==> src/rtl/alu_muldiv.sv <==
// ALU with combinational single-cycle ops plus an iterative shift-add multiplier
// and restoring divider that share one HI/LO result pair.
module alu_muldiv #(
  parameter int WIDTH = 32,
  parameter int SHW   = $clog2(WIDTH)
) (
  input  logic             clk,
  input  logic             reset_n,
  input  logic [WIDTH-1:0] in1,
  input  logic [WIDTH-1:0] in2,
  input  logic [4:0]       ALUCtrl,
  input  logic             Sign,
  input  logic             start,
  output logic [WIDTH-1:0] out,
  output logic             zero,
  output logic             busy,
  output logic             done,
  output logic [WIDTH-1:0] hi,
  output logic [WIDTH-1:0] lo
);

  localparam logic [4:0] OP_AND  = 5'b00000;
  localparam logic [4:0] OP_OR   = 5'b00001;
  localparam logic [4:0] OP_ADD  = 5'b00010;
  localparam logic [4:0] OP_SUB  = 5'b00110;
  localparam logic [4:0] OP_SLT  = 5'b00111;
  localparam logic [4:0] OP_NOR  = 5'b01000;
  localparam logic [4:0] OP_XOR  = 5'b01001;
  localparam logic [4:0] OP_SLL  = 5'b01010;
  localparam logic [4:0] OP_SRL  = 5'b10000;
  localparam logic [4:0] OP_SRA  = 5'b10001;
  localparam logic [4:0] OP_MULT = 5'b10010;
  localparam logic [4:0] OP_DIV  = 5'b10011;
  localparam logic [4:0] OP_MFHI = 5'b10100;
  localparam logic [4:0] OP_MFLO = 5'b10101;

  localparam int CW = SHW + 1;
  localparam logic [CW-1:0]      CNT_END = CW'(WIDTH);
  localparam logic [CW-1:0]      CNT_ONE = CW'(1);
  localparam logic [WIDTH-1:0]   ONE_W   = WIDTH'(1);
  localparam logic [2*WIDTH-1:0] ONE_2W  = (2*WIDTH)'(1);

  typedef enum logic [1:0] {IDLE, RUN, FIN} state_t;

  function automatic logic [WIDTH-1:0] cneg_w(input logic [WIDTH-1:0] v, input logic n);
    return n ? (~v + ONE_W) : v;
  endfunction

  function automatic logic [2*WIDTH-1:0] cneg_2w(input logic [2*WIDTH-1:0] v, input logic n);
    return n ? (~v + ONE_2W) : v;
  endfunction

  function automatic logic [WIDTH-1:0] mag(input logic [WIDTH-1:0] v, input logic sgn);
    return cneg_w(v, sgn & v[WIDTH-1]);
  endfunction

  logic signed [WIDTH-1:0] in1_s, in2_s;
  logic [SHW-1:0]          shamt;

  assign in1_s = in1;
  assign in2_s = in2;
  assign shamt = in1[SHW-1:0];

  always_comb begin
    out = '0;
    case (ALUCtrl)
      OP_AND:  out = in1 & in2;
      OP_OR:   out = in1 | in2;
      OP_ADD:  out = in1 + in2;
      OP_SUB:  out = in1 - in2;
      OP_SLT:  out = {{(WIDTH-1){1'b0}}, (Sign ? (in1_s < in2_s) : (in1 < in2))};
      OP_NOR:  out = ~(in1 | in2);
      OP_XOR:  out = in1 ^ in2;
      OP_SLL:  out = in2 << shamt;
      OP_SRL:  out = in2 >> shamt;
      OP_SRA:  out = in2_s >>> shamt;
      OP_MFHI: out = hi;
      OP_MFLO: out = lo;
      default: out = '0;
    endcase
  end

  assign zero = (out == '0);

  state_t           state_q, state_d;
  logic [CW-1:0]    cnt_q, cnt_d;
  logic [WIDTH-1:0] a_q, a_d, b_q, b_d;
  logic             div_q, div_d, sign_q, sign_d;
  logic [WIDTH-1:0] acc_hi_q, acc_hi_d, acc_lo_q, acc_lo_d;
  logic [WIDTH-1:0] hi_q, hi_d, lo_q, lo_d;
  logic             busy_q, busy_d, done_q, done_d;

  logic [WIDTH-1:0]   mag_a, mag_b;
  logic [WIDTH:0]     madd, dsh;
  logic               ge;
  logic [2*WIDTH-1:0] prod;
  logic [WIDTH-1:0]   res_hi, res_lo;
  logic               launch;

  assign mag_a  = mag(a_q, sign_q);
  assign mag_b  = mag(b_q, sign_q);
  // acc_hi:acc_lo is the shifting product (mult) or remainder:quotient pair (div)
  assign madd   = acc_lo_q[0] ? ({1'b0, acc_hi_q} + {1'b0, mag_a}) : {1'b0, acc_hi_q};
  assign dsh    = {acc_hi_q, acc_lo_q[WIDTH-1]};
  assign ge     = (dsh >= {1'b0, mag_b});
  assign prod   = {acc_hi_q, acc_lo_q};
  assign launch = start && ((ALUCtrl == OP_MULT) || (ALUCtrl == OP_DIV));

  always_comb begin
    res_hi = '0;
    res_lo = '0;
    if (!div_q) begin
      {res_hi, res_lo} = cneg_2w(prod, sign_q & (a_q[WIDTH-1] ^ b_q[WIDTH-1]));
    end else if (b_q == '0) begin
      res_hi = a_q;
      res_lo = '1;
    end else begin
      res_lo = cneg_w(acc_lo_q, sign_q & (a_q[WIDTH-1] ^ b_q[WIDTH-1]));
      res_hi = cneg_w(acc_hi_q, sign_q & a_q[WIDTH-1]);
    end
  end

  always_comb begin
    state_d  = state_q;
    cnt_d    = cnt_q;
    a_d      = a_q;
    b_d      = b_q;
    div_d    = div_q;
    sign_d   = sign_q;
    acc_hi_d = acc_hi_q;
    acc_lo_d = acc_lo_q;
    hi_d     = hi_q;
    lo_d     = lo_q;
    busy_d   = busy_q;
    done_d   = 1'b0;
    case (state_q)
      IDLE: begin
        if (launch) begin
          state_d  = RUN;
          busy_d   = 1'b1;
          cnt_d    = '0;
          a_d      = in1;
          b_d      = in2;
          div_d    = (ALUCtrl == OP_DIV);
          sign_d   = Sign;
          acc_hi_d = '0;
          acc_lo_d = (ALUCtrl == OP_DIV) ? mag(in1, Sign) : mag(in2, Sign);
        end
      end
      RUN: begin
        // counts 0..WIDTH-1 are the iteration steps; the terminal count commits HI/LO
        if (cnt_q == CNT_END) begin
          state_d = FIN;
          done_d  = 1'b1;
          hi_d    = res_hi;
          lo_d    = res_lo;
          cnt_d   = '0;
        end else begin
          cnt_d = cnt_q + CNT_ONE;
          if (div_q) begin
            acc_hi_d = ge ? WIDTH'(dsh - {1'b0, mag_b}) : dsh[WIDTH-1:0];
            acc_lo_d = {acc_lo_q[WIDTH-2:0], ge};
          end else begin
            acc_hi_d = madd[WIDTH:1];
            acc_lo_d = {madd[0], acc_lo_q[WIDTH-1:1]};
          end
        end
      end
      FIN: begin
        state_d = IDLE;
        busy_d  = 1'b0;
      end
      default: begin
        state_d = IDLE;
        busy_d  = 1'b0;
      end
    endcase
  end

  always_ff @(posedge clk or negedge reset_n) begin
    if (!reset_n) begin
      state_q  <= IDLE;
      cnt_q    <= '0;
      a_q      <= '0;
      b_q      <= '0;
      div_q    <= 1'b0;
      sign_q   <= 1'b0;
      acc_hi_q <= '0;
      acc_lo_q <= '0;
      hi_q     <= '0;
      lo_q     <= '0;
      busy_q   <= 1'b0;
      done_q   <= 1'b0;
    end else begin
      state_q  <= state_d;
      cnt_q    <= cnt_d;
      a_q      <= a_d;
      b_q      <= b_d;
      div_q    <= div_d;
      sign_q   <= sign_d;
      acc_hi_q <= acc_hi_d;
      acc_lo_q <= acc_lo_d;
      hi_q     <= hi_d;
      lo_q     <= lo_d;
      busy_q   <= busy_d;
      done_q   <= done_d;
    end
  end

  assign hi   = hi_q;
  assign lo   = lo_q;
  assign busy = busy_q;
  assign done = done_q;

endmodule

==> config.mk <==
export PLATFORM = sky130hd
export DESIGN_NAME = alu_muldiv
export DESIGN_NICKNAME = d
export VERILOG_FILES = /design/src/rtl/alu_muldiv.sv
export SDC_FILE = /design/constraint.sdc
export NUM_CORES = 1
export LEC_CHECK = 0
export ABC_AREA = 1
export ABC_CLOCK_PERIOD_IN_PS = 3300
export BUFFER_PORTS_ARGS = -buffer_cell sky130_fd_sc_hd__buf_2
export CELL_PAD_IN_SITES_DETAIL_PLACEMENT = 1
export CELL_PAD_IN_SITES_GLOBAL_PLACEMENT = 1
export CORE_ASPECT_RATIO = 1.2
export CORE_MARGIN = 2
export CORE_UTILIZATION = 40
export CTS_CLUSTER_DIAMETER = 150
export CTS_CLUSTER_SIZE = 20
export DETAILED_ROUTE_END_ITERATION = 7
export GPL_ROUTABILITY_DRIVEN = 1
export PLACE_DENSITY_LB_ADDON = 0.3
export SETUP_SLACK_MARGIN = 0.3
export SLEW_MARGIN = 20
export SYNTH_ARGS = -nofsm -noshare
export SYNTH_HDL_FRONTEND = slang
export SYNTH_SLANG_ARGS = --single-unit
export TNS_END_PERCENT = 100
==> constraint.sdc <==
create_clock -name clk -period 3.3 [get_ports clk]
set_input_delay 0 -clock clk [delete_from_list [all_inputs] [get_ports clk]]
set_output_delay 0 -clock clk [all_outputs]
set_load 0.01 [all_outputs]
==> impl_metrics.py <==
metrics = {
    "outcome": {
        "failed_checks": "negative setup slack",
        "status": "finished, violations left",
    },
    "synth": {
        "synthesized_netlist_net_count": 5578,
        "synthesis.area_per_instance_um2": 5.597,
        "netlist_top_cells_area": "sky130_fd_sc_hd__nand2_1 20%, sky130_fd_sc_hd__dfrtp_1 17%, sky130_fd_sc_hd__nand3_1 9.9%, sky130_fd_sc_hd__nor2_1 7.7%, sky130_fd_sc_hd__inv_1 7.2%",
        "synth_edf_count": 0,
        "seq_area_frac_synth_pct": 17.10,
        "synth-seq-cells": 204,
        "post_synth_num_cell_types": 59,
        "synthesized_netlist_cell_count": 5333,
        "synth_area_mm2": 0.02985,
        "yosysWarningCount": 0,
        "synth_async_sr_flop_share_pct": 100.0,
        "yosys.area.top_type": "sky130_fd_sc_hd__nand2_1",
        "synth_top_cell_area_share_pct": 19.55,
        "ys.flop_type": "sky130_fd_sc_hd__dfrtp_1",
    },
    "placed_design": {
        "dp.final_hpwl_mm": 168.0,
        "gpl.final_weighted_congestion": 1.161,
        "numPortBuffers": 171,
        "place_ws_ps": -1142,
        "post_placement_cell_count": 6931,
    },
    "floorplanning": {
        "ioPinCount": 172,
        "coreArea_mm2": 0.07378,
        "initial_utilization_pct": 40.46,
        "floorplan.die.height_um": 303.2,
        "floorplan_die_area_mm2": 0.07683,
        "die_w_um": 253.4,
        "row_count": 109,
    },
    "grt": {
        "global_route_wire_length_before_repair_mm": 299.0,
        "global_route.overflow_total": 0,
        "grt_pass1_vias": 44170,
        "grt_start_max_net_pins": 118,
        "antenna_found_initial": 19,
        "global_route.usage.total_pct": 53.80,
    },
    "pwr": {
        "power_frac_clock_pct": 4.7,
        "p_leak_nw": 19.76,
        "p_per_area_mw_per_mm2": 1042,
        "net-switching-power_mw": 23.77,
        "power.combinational.fraction_pct": 81.9,
        "power.internal_mw": 17.16,
        "share_seq_of_total_power_pct": 13.4,
        "peakVddDrop_uv": 545.8,
        "sw_share_pct": 58.08,
    },
    "timing": {
        "final-setup-viol-count": 34,
        "slew_at_the_pin_closest_to_its_max_slew_limit_ps": 1326,
        "worst_clock_skew_ps": 42.22,
        "fin_tns_setup_ps": -31420,
        "max-slew-margin-rel_pct": 11.19,
        "final_min_period_over_clock_period_pct": 131.1,
        "timing_hold_violations_final": 0,
        "period_needed_ps": 4327,
        "unrepaired_setup_endpoints_after_global_routing": "true",
        "report.final.slew_viol_count": 0,
        "peak_freq_mhz": 231.1,
        "timing.final.ws_setup_ps": -1027,
    },
    "route": {
        "initialDrtViolationCount": 5536,
        "route.detailed.vias_per_inst": 6.417,
        "detail-route-antenna-nets": 0,
        "drc": 0,
        "detailedRoute.firstPassIterationCount": 6,
        "drt_wl_total_mm": 223.2,
        "routed-via-count": 45320,
        "avgRoutedWirePerCell_um": 31.61,
    },
    "cts": {
        "clock_latency_ps": 560,
        "clk_pin_slew_worst_paths_ps": 110,
        "ctsRootBufferMaster": "sky130_fd_sc_hd__clkbuf_16",
        "htree_levels": 1,
        "tritoncts_num_sinks": 204,
        "cts-buffers-inserted": 14,
        "cts_tree": "built",
        "cts_buffer_depth": 3,
    },
    "critical_path": {
        "worst_path_max_delay_cell": "sky130_fd_sc_hd__ha_1",
        "timing.critical_path.arrival_ps": 4830,
        "r2r-start": "b_q[0]",
        "timing.setup.critical_path_class": "reg2reg",
        "largest_stage_delay_on_the_critical_path_ps": 420,
        "crit_required_ps": 3800,
        "end_kind": "register",
        "crit_path_start_kind": "register",
        "r2r-end": "acc_hi_q[20]",
        "cpMostUsedCell": "sky130_fd_sc_hd__nor2_4",
        "ff2ff_path_depth": 26,
        "rrSetupSlack_ps": -1030,
        "critPathMaxFanout": 7,
    },
    "worst_hold_path": {
        "worst_hold_path.endpoint": "b_q[11]",
        "timing.hold.worst.class": "in2reg",
        "min_path_cells": 4,
        "worst_hold_start": "in2[11]",
    },
    "finish": {
        "area_used_by_multi_input_combinational_logic_mm2": 0.02326,
        "fin_nets": 6298,
        "layout-drive-gt1-share_pct": 22.02,
        "area_growth_syn_to_layout_pct": 31.54,
        "fin_cells": 7062,
        "area.sequential_mm2": 0.005112,
        "num-fill-cells": 10390,
    },
    "job": {
        "max_cap_viol_count": 0,
    },
}
==> state kept, by name, indices dropped and copies added (netlist names) <==
register / flops
hi: 32
done: 1
div_q: 1
b_q: 32
acc_hi_q: 32
state_q: 2
acc_lo_q: 32
a_q: 32
sign_q: 1
lo: 32
busy: 1
cnt_q: 6
==> cells in the mapped netlist (5+ instances only) <==
library cell               count
sky130_fd_sc_hd__clkbuf_1    121
sky130_fd_sc_hd__o211ai_1     41
sky130_fd_sc_hd__a21oi_1     338
sky130_fd_sc_hd__o21a_1       10
sky130_fd_sc_hd__and3_1        5
sky130_fd_sc_hd__clkinv_1      6
sky130_fd_sc_hd__nand2_1    1555
sky130_fd_sc_hd__nor3_1       87
sky130_fd_sc_hd__nand3_1     588
sky130_fd_sc_hd__nand3b_1     18
sky130_fd_sc_hd__ha_1        168
sky130_fd_sc_hd__o22ai_1      20
sky130_fd_sc_hd__nor4_1       16
sky130_fd_sc_hd__buf_2        57
sky130_fd_sc_hd__dfrtp_1     204
sky130_fd_sc_hd__o21bai_1     17
sky130_fd_sc_hd__xor2_1      123
sky130_fd_sc_hd__inv_2        21
sky130_fd_sc_hd__o21ai_1      18
sky130_fd_sc_hd__nand2_2       5
sky130_fd_sc_hd__and2_1        7
sky130_fd_sc_hd__o21ai_0     376
sky130_fd_sc_hd__xnor2_1      32
sky130_fd_sc_hd__or2_2        19
sky130_fd_sc_hd__a22oi_1      17
sky130_fd_sc_hd__nor3_2        6
sky130_fd_sc_hd__o31ai_1      12
sky130_fd_sc_hd__a31oi_1      40
sky130_fd_sc_hd__nand4_1     105
sky130_fd_sc_hd__buf_1        33
sky130_fd_sc_hd__nor2_2       14
sky130_fd_sc_hd__nor2_1      615
sky130_fd_sc_hd__inv_1       575
sky130_fd_sc_hd__a41oi_1      10
sky130_fd_sc_hd__a21o_1       10
sky130_fd_sc_hd__o221ai_1      6
==> metrics by stage <==
stage	util (%)	cell area, um2	hold WS [ps]	power, mW
2_1_floorplan	-	29930	-295.6	18.05
3_3_place_gp	49.06	36200	122.2	31.19
3_5_place_dp	49.07	36200	123.1	31.95
4_1_cts	50.95	37590	0.6513	35.35
5_1_grt	53.19	39240	23.73	42.42
6_report	53.21	39260	20.51	40.93
==> cells in the final DEF, fill, tap and decap left out, types with 62 or more instances in the layout <==
cell	n
sky130_fd_sc_hd__dfrtp_1	200
sky130_fd_sc_hd__buf_2	168
sky130_fd_sc_hd__nor3_1	67
sky130_fd_sc_hd__inv_1	551
sky130_fd_sc_hd__nand3_1	558
sky130_fd_sc_hd__a21oi_1	289
sky130_fd_sc_hd__nand4_1	105
sky130_fd_sc_hd__o21ai_0	312
sky130_fd_sc_hd__nor2_1	540
sky130_fd_sc_hd__nand2_1	1489
sky130_fd_sc_hd__o21ai_1	62
sky130_fd_sc_hd__ha_1	131
sky130_fd_sc_hd__nor2_2	66
sky130_fd_sc_hd__buf_4	674
sky130_fd_sc_hd__xor2_1	118
==> what timing repair did <==
item | CTS | global route
hold buffers | 30 | 0
pin swaps | 51 | 117
cloned | 1 | 2
setup buffers | 30 | 41
resized for setup | 149 | 334
endpoints found under the setup margin | 38 | 81
hold endpoints to repair | 131 | 0
==> final cells by class <==
| class | count | area share [%] |
|---|---|---|
| timing repair buffer | 919 | 17.67 |
| antenna | 9 | 0.05736 |
| clock buffer | 15 | 0.9019 |
| tap | 999 | 3.184 |
| clock inverter | 2 | 0.08286 |
| inverter | 602 | 5.848 |
| sequential | 204 | 13.02 |
| multi-input combinational | 4312 | 59.24 |
==> worst max-delay path, delay by kind of cell, from the launching register on <==
| kind | cells | cell delay (ps) |
|---|---|---|
| adders and majority gates | 2 | 620 |
| and+or+nand+nor | 17 | 2110 |
| xor gates and xnor gates | 1 | 130 |
| DFF | 1 | 410 |
| AOI/OAI and AO/OA | 1 | 200 |
| buffers and inverters | 5 | 780 |
==> worst max-delay path by stage <==
stage	slack, ps	endpoint	from	cells after the start
floorplan	-80	acc_hi_q[3]	b_q[0]	25
global placement	-970	acc_hi_q[17]	a_q[1]	25
detailed placement	-1140	acc_hi_q[17]	a_q[0]	25
CTS	-540	acc_hi_q[15]	b_q[2]	26
global route	-1170	acc_hi_q[7]	b_q[0]	26
finish	-1030	acc_hi_q[20]	b_q[0]	26
==> layer usage <==
metal,track usage (%),routed length (um)
met5,0,121
met4,61.52,32760
met3,13.92,24050
met2,84.32,95000
met1,55.41,71320
==> power by group through the flow <==
stage	logic [mW]	registers, mW	clock network [mW]
CTS	28.3	5.19	1.86
global route	35.0	5.44	1.94
floorplan	13.5	4.53	0
global placement	26.0	5.15	0
finish	33.5	5.48	1.91
detailed placement	26.8	5.19	0
==> kinds of logic after synthesis <==
group                    share of synthesized area (%)
AND/OR/NAND/NOR                                  43.20
AO/OA/AOI/OAI                                    17.26
buffers and inverters                            10.58
flip-flops                                       17.10
adder cells (fa/ha/maj)                          7.311
XOR/XNOR                                         4.548
No activity file was read; power rests on OpenSTA's default activity.
